**config.mk**
```make
export PLATFORM = sky130hd
export DESIGN_NAME = nco_sweep_ctrl
export DESIGN_NICKNAME = d
export VERILOG_FILES = /design/src/rtl/nco_sweep_ctrl.sv
export SDC_FILE = /design/constraint.sdc
export NUM_CORES = 1
export LEC_CHECK = 0
export CAP_MARGIN = 10
export CORE_UTILIZATION = 56
export DETAILED_ROUTE_END_ITERATION = 7
export GPL_ROUTABILITY_DRIVEN = 0
export PLACE_DENSITY = 0.81
export SETUP_SLACK_MARGIN = 0.3
export SLEW_MARGIN = 15
export SYNTH_ARGS = -nofsm -noshare
export SYNTH_HDL_FRONTEND = slang
export SYNTH_SLANG_ARGS = --single-unit
```
**constraint.sdc**
```tcl
create_clock -name clk -period 5.35 [get_ports clk]
set_input_delay 1.07 -clock clk [delete_from_list [all_inputs] [get_ports clk]]
set_output_delay 1.07 -clock clk [all_outputs]
set_load 0.01 [all_outputs]
```
**src/rtl/nco_sweep_ctrl.sv**
```systemverilog
`timescale 1ns/1ps
`default_nettype none
// ============================================================================
// Module   : nco_sweep_ctrl
// Purpose  : Frequency-sweep scheduler for the NCO. Walks the NCO step word
//            through a staircase (start, +incr, ... up to stop), holding each
//            value for a programmed dwell time, and issues run start/stop
//            pulses so that a whole sweep runs without software stepping.
// Ports    : clk, rst (async, active-high)
//            cfg_start_step_i / cfg_stop_step_i / cfg_incr_i  - staircase
//            cfg_dwell_i (0 treated as 1), cfg_cont_i (continuous mode)
//            sweep_start_i (level, idle only), sweep_abort_i
//            nco_freq_step_o, nco_step_valid_o, nco_run_start_o,
//            nco_run_stop_o, sweep_busy_o, sweep_done_o, sweep_err_o
// Options  : NCO_SWEEP_PINGPONG_EN - continuous mode bounces between the
//            endpoints instead of wrapping back to start.
// Revision : 1.0 - initial release
// ============================================================================
module nco_sweep_ctrl #(
    parameter int STEP_W  = 14,
    parameter int DWELL_W = 16
) (
    input  logic               clk,
    input  logic               rst,
    input  logic [STEP_W-1:0]  cfg_start_step_i,
    input  logic [STEP_W-1:0]  cfg_stop_step_i,
    input  logic [STEP_W-1:0]  cfg_incr_i,
    input  logic [DWELL_W-1:0] cfg_dwell_i,
    input  logic               cfg_cont_i,
    input  logic               sweep_start_i,
    input  logic               sweep_abort_i,
    output logic [STEP_W-1:0]  nco_freq_step_o,
    output logic               nco_step_valid_o,
    output logic               nco_run_start_o,
    output logic               nco_run_stop_o,
    output logic               sweep_busy_o,
    output logic               sweep_done_o,
    output logic               sweep_err_o
);

    typedef enum logic [0:0] {
        S_IDLE  = 1'b0,
        S_DWELL = 1'b1
    } state_t;

    state_t               state_q, state_d;
    logic [STEP_W-1:0]    step_q, step_d;
    logic                 valid_q, valid_d;
    logic                 run_start_q, run_start_d;
    logic                 run_stop_q, run_stop_d;
    logic                 busy_q, busy_d;
    logic                 done_q, done_d;
    logic                 err_q, err_d;
    logic [DWELL_W-1:0]   cnt_q, cnt_d;

    // Shadow copies of the configuration, captured on an accepted request
    logic [STEP_W-1:0]    sh_start_q, sh_start_d;
    logic [STEP_W-1:0]    sh_stop_q, sh_stop_d;
    logic [STEP_W-1:0]    sh_incr_q, sh_incr_d;
    logic [DWELL_W-1:0]   sh_dwell_q, sh_dwell_d;
    logic                 sh_cont_q, sh_cont_d;

    logic [DWELL_W-1:0]   w_dwell_eff;
    logic                 w_cfg_bad;
    logic [STEP_W:0]      w_sum;
    logic                 w_sum_over;

    // A dwell of 0 would never expire cleanly; it behaves as 1
    assign w_dwell_eff = (cfg_dwell_i == '0) ? {{(DWELL_W-1){1'b0}}, 1'b1} : cfg_dwell_i;
    assign w_cfg_bad   = (cfg_incr_i == '0) || (cfg_start_step_i == '0) ||
                         (cfg_start_step_i > cfg_stop_step_i);

    // One extra bit so that a carry out of STEP_W can never look like a
    // small in-range value
    assign w_sum      = {1'b0, step_q} + {1'b0, sh_incr_q};
    assign w_sum_over = (w_sum > {1'b0, sh_stop_q});

`ifdef NCO_SWEEP_PINGPONG_EN
    logic                 dir_q, dir_d;   // 0 = counting up, 1 = counting down
    logic [STEP_W:0]      w_diff;
    logic                 w_diff_under;

    // A borrow shows up in the extra MSB and counts as below start
    assign w_diff       = {1'b0, step_q} - {1'b0, sh_incr_q};
    assign w_diff_under = w_diff[STEP_W] || (w_diff[STEP_W-1:0] < sh_start_q);
`endif

    always_comb begin
        state_d     = state_q;
        step_d      = step_q;
        valid_d     = 1'b0;
        run_start_d = 1'b0;
        run_stop_d  = 1'b0;
        done_d      = 1'b0;
        err_d       = 1'b0;
        cnt_d       = cnt_q;
        sh_start_d  = sh_start_q;
        sh_stop_d   = sh_stop_q;
        sh_incr_d   = sh_incr_q;
        sh_dwell_d  = sh_dwell_q;
        sh_cont_d   = sh_cont_q;
`ifdef NCO_SWEEP_PINGPONG_EN
        dir_d       = dir_q;
`endif

        case (state_q)
            S_IDLE: begin
                // Abort in idle is a no-op but still suppresses a coincident start
                if (sweep_start_i && !sweep_abort_i) begin
                    sh_start_d = cfg_start_step_i;
                    sh_stop_d  = cfg_stop_step_i;
                    sh_incr_d  = cfg_incr_i;
                    sh_dwell_d = w_dwell_eff;
                    sh_cont_d  = cfg_cont_i;
                    if (w_cfg_bad) begin
                        err_d = 1'b1;
                    end else begin
                        step_d      = cfg_start_step_i;
                        valid_d     = 1'b1;
                        run_start_d = 1'b1;
                        cnt_d       = w_dwell_eff;
                        state_d     = S_DWELL;
`ifdef NCO_SWEEP_PINGPONG_EN
                        dir_d       = 1'b0;
`endif
                    end
                end
            end

            S_DWELL: begin
                if (sweep_abort_i) begin
                    step_d     = '0;
                    run_stop_d = 1'b1;
                    state_d    = S_IDLE;
                end else if (cnt_q <= {{(DWELL_W-1){1'b0}}, 1'b1}) begin
                    cnt_d = sh_dwell_q;
`ifdef NCO_SWEEP_PINGPONG_EN
                    if (sh_cont_q && dir_q) begin
                        valid_d = 1'b1;
                        if (w_diff_under) begin
                            dir_d  = 1'b0;
                            // Clamp keeps a degenerate start==stop range in bounds
                            step_d = w_sum_over ? sh_stop_q : w_sum[STEP_W-1:0];
                        end else begin
                            step_d = w_diff[STEP_W-1:0];
                        end
                    end else if (!w_sum_over) begin
                        step_d  = w_sum[STEP_W-1:0];
                        valid_d = 1'b1;
                    end else if (sh_cont_q) begin
                        dir_d   = 1'b1;
                        step_d  = w_diff_under ? sh_start_q : w_diff[STEP_W-1:0];
                        valid_d = 1'b1;
                    end else begin
                        step_d     = '0;
                        run_stop_d = 1'b1;
                        done_d     = 1'b1;
                        state_d    = S_IDLE;
                    end
`else
                    if (!w_sum_over) begin
                        step_d  = w_sum[STEP_W-1:0];
                        valid_d = 1'b1;
                    end else if (sh_cont_q) begin
                        step_d  = sh_start_q;
                        valid_d = 1'b1;
                    end else begin
                        step_d     = '0;
                        run_stop_d = 1'b1;
                        done_d     = 1'b1;
                        state_d    = S_IDLE;
                    end
`endif
                end else begin
                    cnt_d = cnt_q - {{(DWELL_W-1){1'b0}}, 1'b1};
                end
            end

            default: begin
                step_d  = '0;
                state_d = S_IDLE;
            end
        endcase

        busy_d = (state_d == S_DWELL);
    end

    always_ff @(posedge clk or posedge rst) begin
        if (rst) begin
            state_q     <= S_IDLE;
            step_q      <= '0;
            valid_q     <= 1'b0;
            run_start_q <= 1'b0;
            run_stop_q  <= 1'b0;
            busy_q      <= 1'b0;
            done_q      <= 1'b0;
            err_q       <= 1'b0;
            cnt_q       <= '0;
            sh_start_q  <= '0;
            sh_stop_q   <= '0;
            sh_incr_q   <= '0;
            sh_dwell_q  <= '0;
            sh_cont_q   <= 1'b0;
        end else begin
            state_q     <= state_d;
            step_q      <= step_d;
            valid_q     <= valid_d;
            run_start_q <= run_start_d;
            run_stop_q  <= run_stop_d;
            busy_q      <= busy_d;
            done_q      <= done_d;
            err_q       <= err_d;
            cnt_q       <= cnt_d;
            sh_start_q  <= sh_start_d;
            sh_stop_q   <= sh_stop_d;
            sh_incr_q   <= sh_incr_d;
            sh_dwell_q  <= sh_dwell_d;
            sh_cont_q   <= sh_cont_d;
        end
    end

`ifdef NCO_SWEEP_PINGPONG_EN
    always_ff @(posedge clk or posedge rst) begin
        if (rst) begin
            dir_q <= 1'b0;
        end else begin
            dir_q <= dir_d;
        end
    end
`endif

    assign nco_freq_step_o  = step_q;
    assign nco_step_valid_o = valid_q;
    assign nco_run_start_o  = run_start_q;
    assign nco_run_stop_o   = run_stop_q;
    assign sweep_busy_o     = busy_q;
    assign sweep_done_o     = done_q;
    assign sweep_err_o      = err_q;

endmodule
`default_nettype wire

```
-- After elaboration in Yosys (flattened, before gate mapping)
Cells that the tools add are included.
- register bits after elaboration: 95
- input port bits: 63
- output and inout port bits: 20
- word-level logic and storage cells: 67
- add/subtract/negate cells: 2
- $lt $le $gt $ge: 3
- equal/unequal tests: 4
- muxes and demuxes: 34
- bitwise logic cells: 1
- reduce and logical (&&, ||, !) cells: 10
- operators by type and width (kind ; count):
    14-bit 2-to-1 mux ; 6
    16-bit 2-to-1 mux ; 5
    16-bit case mux with 2 select lines ; 1
    14-bit logical NOT ; 2
    14-bit case mux with 2 select lines ; 1
    1-bit 2-to-1 mux ; 19
    16-bit by 1-bit <= comparator with 1-bit output, second input constant ; 1
    16-bit logical NOT ; 1
    16-bit by 1-bit subtractor with 16-bit output, second input constant ; 1
    14-bit by 14-bit adder with 15-bit output ; 1
    15-bit by 14-bit > comparator with 1-bit output ; 1
    14-bit > comparator ; 1
    2-bit inequality test, second input constant ; 3
    3-bit AND reduction ; 2
    1-bit case mux with 2 select lines ; 2
    3-bit by 2-bit inequality test with 1-bit output, second input constant ; 1
    1-bit logical OR ; 2
    2-bit AND reduction ; 1
    1-bit logical AND ; 1
    1-bit logical NOT ; 1
    1-bit inverter ; 1

-- Logic depth before layout (Yosys ltp)
- depth in word-level cells: 6
- mapped depth: 17
- depth with buffers taken out: 16

-- Least setup slack after synthesis
OpenSTA, ideal clock, no wires.
- path type: register to register
- start point: reg step_q[0], in the netlist nco_freq_step_o[0]
- end point: reg step_q[7], in the netlist nco_freq_step_o[7]
- setup time: 132 ps
- data arrival time: 3898 ps
- data required time: 5218 ps
- slack: 1321 ps
- cell stages (with the launch flop): 17
- path buffers: 1
- period minus slack after synthesis: 4029 ps
- cell sequence: dfrtp_1 -> ha_1 -> inv_1 -> fa_1 -> nor2b_1 -> o31a_1 -> or3_1 -> a221o_1 -> xor2_1 -> ha_1 -> nand3_1 -> nor4_1 -> o21ai_0 -> a311oi_4 -> buf_6 -> mux2i_1 -> o211ai_1
- cells in the longest elaborated chain, start to end: 6
- RTL lines (what ; RTL line ; source):
    start, declared ; 47 ; logic [STEP_W-1:0] step_q, step_d;
    start signal, assigned ; 206 ; step_q <= step_d;
    14-bit by 14-bit adder with 15-bit output * ; 75 ; assign w_sum = {1'b0, step_q} + {1'b0, sh_incr_q};
    15-bit by 14-bit > comparator with 1-bit output ; 76 ; assign w_sum_over = (w_sum > {1'b0, sh_stop_q});
    14-bit 2-to-1 mux * ; 161 ; if (!w_sum_over) begin
    14-bit 2-to-1 mux * ; 135 ; end else if (cnt_q <= {{(DWELL_W-1){1'b0}}, 1'b1}) begin
    14-bit 2-to-1 mux * ; 131 ; if (sweep_abort_i) begin
    14-bit case mux with 2 select lines * ; 106 ; case (state_q)
Every way passes the cells marked *; elsewhere a longest branch is shown, timed or not. The select of a mux whose other input is x is not followed.
A chain may end at the register's enable or synchronous reset.

-- Final worst setup path
Ends and elaborated chain as after synthesis.

==> metrics.txt <==
status=finished, final reports clean; clock buffer count from CTS=9; number of levels in the clock H-tree=3; Flop pwr share=a little over a third; number of synthesis warnings=0; global-route congestion overflow total=0; Design Area, Final=between 0.007 and 0.008 mm2; Fillers=about 850; share of total power in the clock network=16.4%; Core Region=a little over 0.01 mm2; Final Cycle Share=around nine tenths; clock-pin slew of the registers on the worst-case setup and hold paths=around 90 ps; Critical Path Slowest Stage Cell=a311oi_4; Slew Limit Headroom=between 20% and 30%; Worst path max stage delay=730 ps; number of antenna diodes=0; post-detailed-placement half-perimeter wirelength=11200 um; fraction of final layout cells with drive strength greater than 1=between 10% and 20%; mean area per synthesized cell=a little under 10 um2; ratio of routed vias to standard cells=6.01; area occupied by multi-input gates=~0.0033 mm2; first-pass iteration count of the detailed router=5; slew of the pin with the lowest slew margin=between 1000 and 1500 ps; net switching power=1090 uW; post-synthesis cell type count=56; Clock Path Buffers=2; post-CTS setup-driven buffer insertion count=0; aggregate negative setup slack=0 ps; number of enable flip-flop cells after synthesis=0; number of antenna violations at the first check in global routing=0; destination of the worst register-to-register timing path=nco_freq_step_o[7]; clock period minus final worst setup slack=approximately 4700 ps; post-synthesis instance total=around 610; flop-to-flop setup slack=600 ps; crit path to=nco_freq_step_o[7]; wire length of the first global-routing pass=24600 um; net count of the mapped netlist=between 700 and 800; area share of the largest cell type after synthesis=around two fifths; worst flop-to-flop path startpoint=nco_freq_step_o[0]; die width=~110 um; post-route worst setup slack=~600 ps; worst setup path class=register to register; largest fanout on the critical path=12; worst setup slack after placement=roughly 690 ps; register area=between 0.002 and 0.0025 mm2; cell accounting for the most synthesized area=dfrtp_1; cell chain of the critical path=ha_1, inv_1, fa_1, nor2b_1, o31a_1, or3_1, a221o_1, xor2_1, ha_1, nand3_1, nor4_1, o21ai_0, a311oi_4, buf_4, mux2i_1, o211ai_1; Net Sw Frac=38.3%; port buffer count=a little over 80; Cell Int Power=between 1500 and 2000 uW; vias in the first global route=5127; number of hold violations in the final report=0; total routed wirelength=approximately 15000 um; fraction of registers with async set or reset after synthesis=between 90% and 100%; worst skew pair latency=between 300 and 400 ps; total of hold buffers inserted after clock tree synthesis=0; predominant post-synthesis flop cell=dfrtp_1; post-cts gate resize count=0; static leakage=between 0.003 and 0.004 uW; Max-cap violations=0; Final Core Density=between 60% and 70%; total number of placement rows=37; Die Ht=between 100 and 150 um; drt drc=0; number of DRC markers in iteration 0=approximately 210; P&R area growth vs syn=18.4%; maximum number of pins on one net before global-route repair=just over 80; data arrival time of the worst path=4970 ps; number of vias in the routed layout=4951; Layout Skew=12.3 ps; critical path required time=about 5600 ps; Syn Std Cell Area=0.00603 mm2; crit path launch=nco_freq_step_o[0]; share of power burned in combinational logic=47.6%; sequential element share of the synthesized area=roughly 40%; maximum achievable frequency=approximately 210 MHz; startpoint kind of the worst setup timing path=register; final count of pins violating max slew=0; initial cell density of the core=between 50% and 60%; Worst Reg-to-Reg Cells=16; clock tree sinks=95; number of routed nets with antenna violations=0; # nets final=between 700 and 800; commonest cells after routing, fill and taps aside=dfrtp_1, clkdlybuf4s50_1, mux2_2; leading cell types by total area after synthesis=dfrtp_1, mux2_2, ha_1; hold crit path type=register to register; Power Density=approximately 400 mW/mm2; overall global routing resource usage=between 20% and 30%; kind of capture point of the worst setup path=register; TritonCTS clock tree=yes; total placed instance area=just under 0.007 mm2; maximum vdd ir drop=roughly 0.24 mV; unrepaired setup endpoints after global routing=no; leading cell type in the layout, fill and taps excluded=dfrtp_1; most frequent cell on the critical path=ha_1; mean routed wirelength per cell=about 18 um; clk root buf=clkbuf_8; final number of setup-violating endpoints=0; die area=between 0.01 and 0.015 mm2; post-route total power=2830 uW; number of primary I/O pins=83; number of register bits inferred by synthesis=95
## routing by layer
layer  vias to the layer above  track usage, %  routed length, um
met5                         -               0                  0
met4                         0            12.9                659
met3                        44            4.95                779
met2                       177            49.9               7660
met1                      2389            33.5               5860
li1                       2341               -                  -
## synthesized netlist by cell type (7+ instances only)
cell type,instances
a211oi_1,7
xor2_1,10
o211ai_1,16
ha_1,44
o21ai_0,44
nor4_1,14
mux2_2,61
inv_1,52
nor3_1,12
nor2_1,22
nand4_1,12
dfrtp_1,95
nand2_1,43
clkbuf_1,18
xnor2_1,9
mux2i_1,23
and2_1,13
a21oi_1,20
nand3_1,7
nor2b_1,12
## power by group through the flow
stage	Sequential (uW)	Combinational [uW]	Clock [uW]
final	1020	1350	464
after global routing	1040	1490	500
after CTS	1020	1340	474
after detailed placement	1030	1330	0
after global placement	1020	1280	0
after floorplan	993	983	0
## cells by family after synthesis
kind of cell | count (synthesis) | synth area share [%]
AOI/OAI and AO/OA | 130 | 13.9
buffers and inverters | 78 | 5.41
and+or+nand+nor | 156 | 13.6
xor gates and xnor gates | 19 | 2.76
adders and majority gates | 45 | 9.46
muxes | 85 | 15.4
DFF | 95 | 39.4
## worst max-delay path, delay by kind of cell, from the launching register on
| kind | cells | cell delay [ps] |
|---|---|---|
| flip-flops | 1 | 410 |
| buffers and inverters | 2 | 360 |
| XOR/XNOR | 1 | 180 |
| AO/OA/AOI/OAI | 5 | 1730 |
| adder cells (fa/ha/maj) | 3 | 740 |
| multiplexers | 1 | 200 |
| AND/OR/NAND/NOR | 4 | 990 |
## worst min-delay path by stage
stage | cells past startpoint | slack (ps) | to | start
after floorplan | 1 | 470 | sh_start_q[13] | sh_start_q[13]
final | 1 | 510 | sh_start_q[10] | sh_start_q[10]
after detailed placement | 1 | 490 | sh_start_q[13] | sh_start_q[13]
after global placement | 1 | 480 | sh_start_q[2] | sh_start_q[2]
after global routing | 1 | 530 | sh_dwell_q[5] | sh_dwell_q[5]
after CTS | 1 | 510 | sh_start_q[13] | sh_start_q[13]
## per-stage QoR
stage / hold WS (ps) / instances
floorplan: 472 / 608
global placement: 481 / 808
detailed placement: 490 / 808
CTS: 511 / 824
global route: 527 / 824
finish: 511 / 824
## registers in the layout, indices dropped and copies added (netlist names)
| register | count |
|---|---|
| cnt_q | 16 |
| sh_dwell_q | 16 |
| nco_freq_step_o | 14 |
| sh_incr_q | 14 |
| sh_start_q | 14 |
| sh_stop_q | 14 |
| nco_run_start_o | 1 |
| nco_run_stop_o | 1 |
| nco_step_valid_o | 1 |
| sh_cont_q | 1 |
| sweep_busy_o | 1 |
| sweep_done_o | 1 |
| sweep_err_o | 1 |
## final cells by class
cell class,count,share of cell area [%]
Multi-Input combinational cell,435,46.8
Sequential cell,95,33.3
Timing Repair Buffer,89,12.2
Inverter,53,2.82
Tap cell,136,2.38
Clock buffer,13,1.94
Clock inverter,3,0.613
Power figures use the tool's default switching activity.
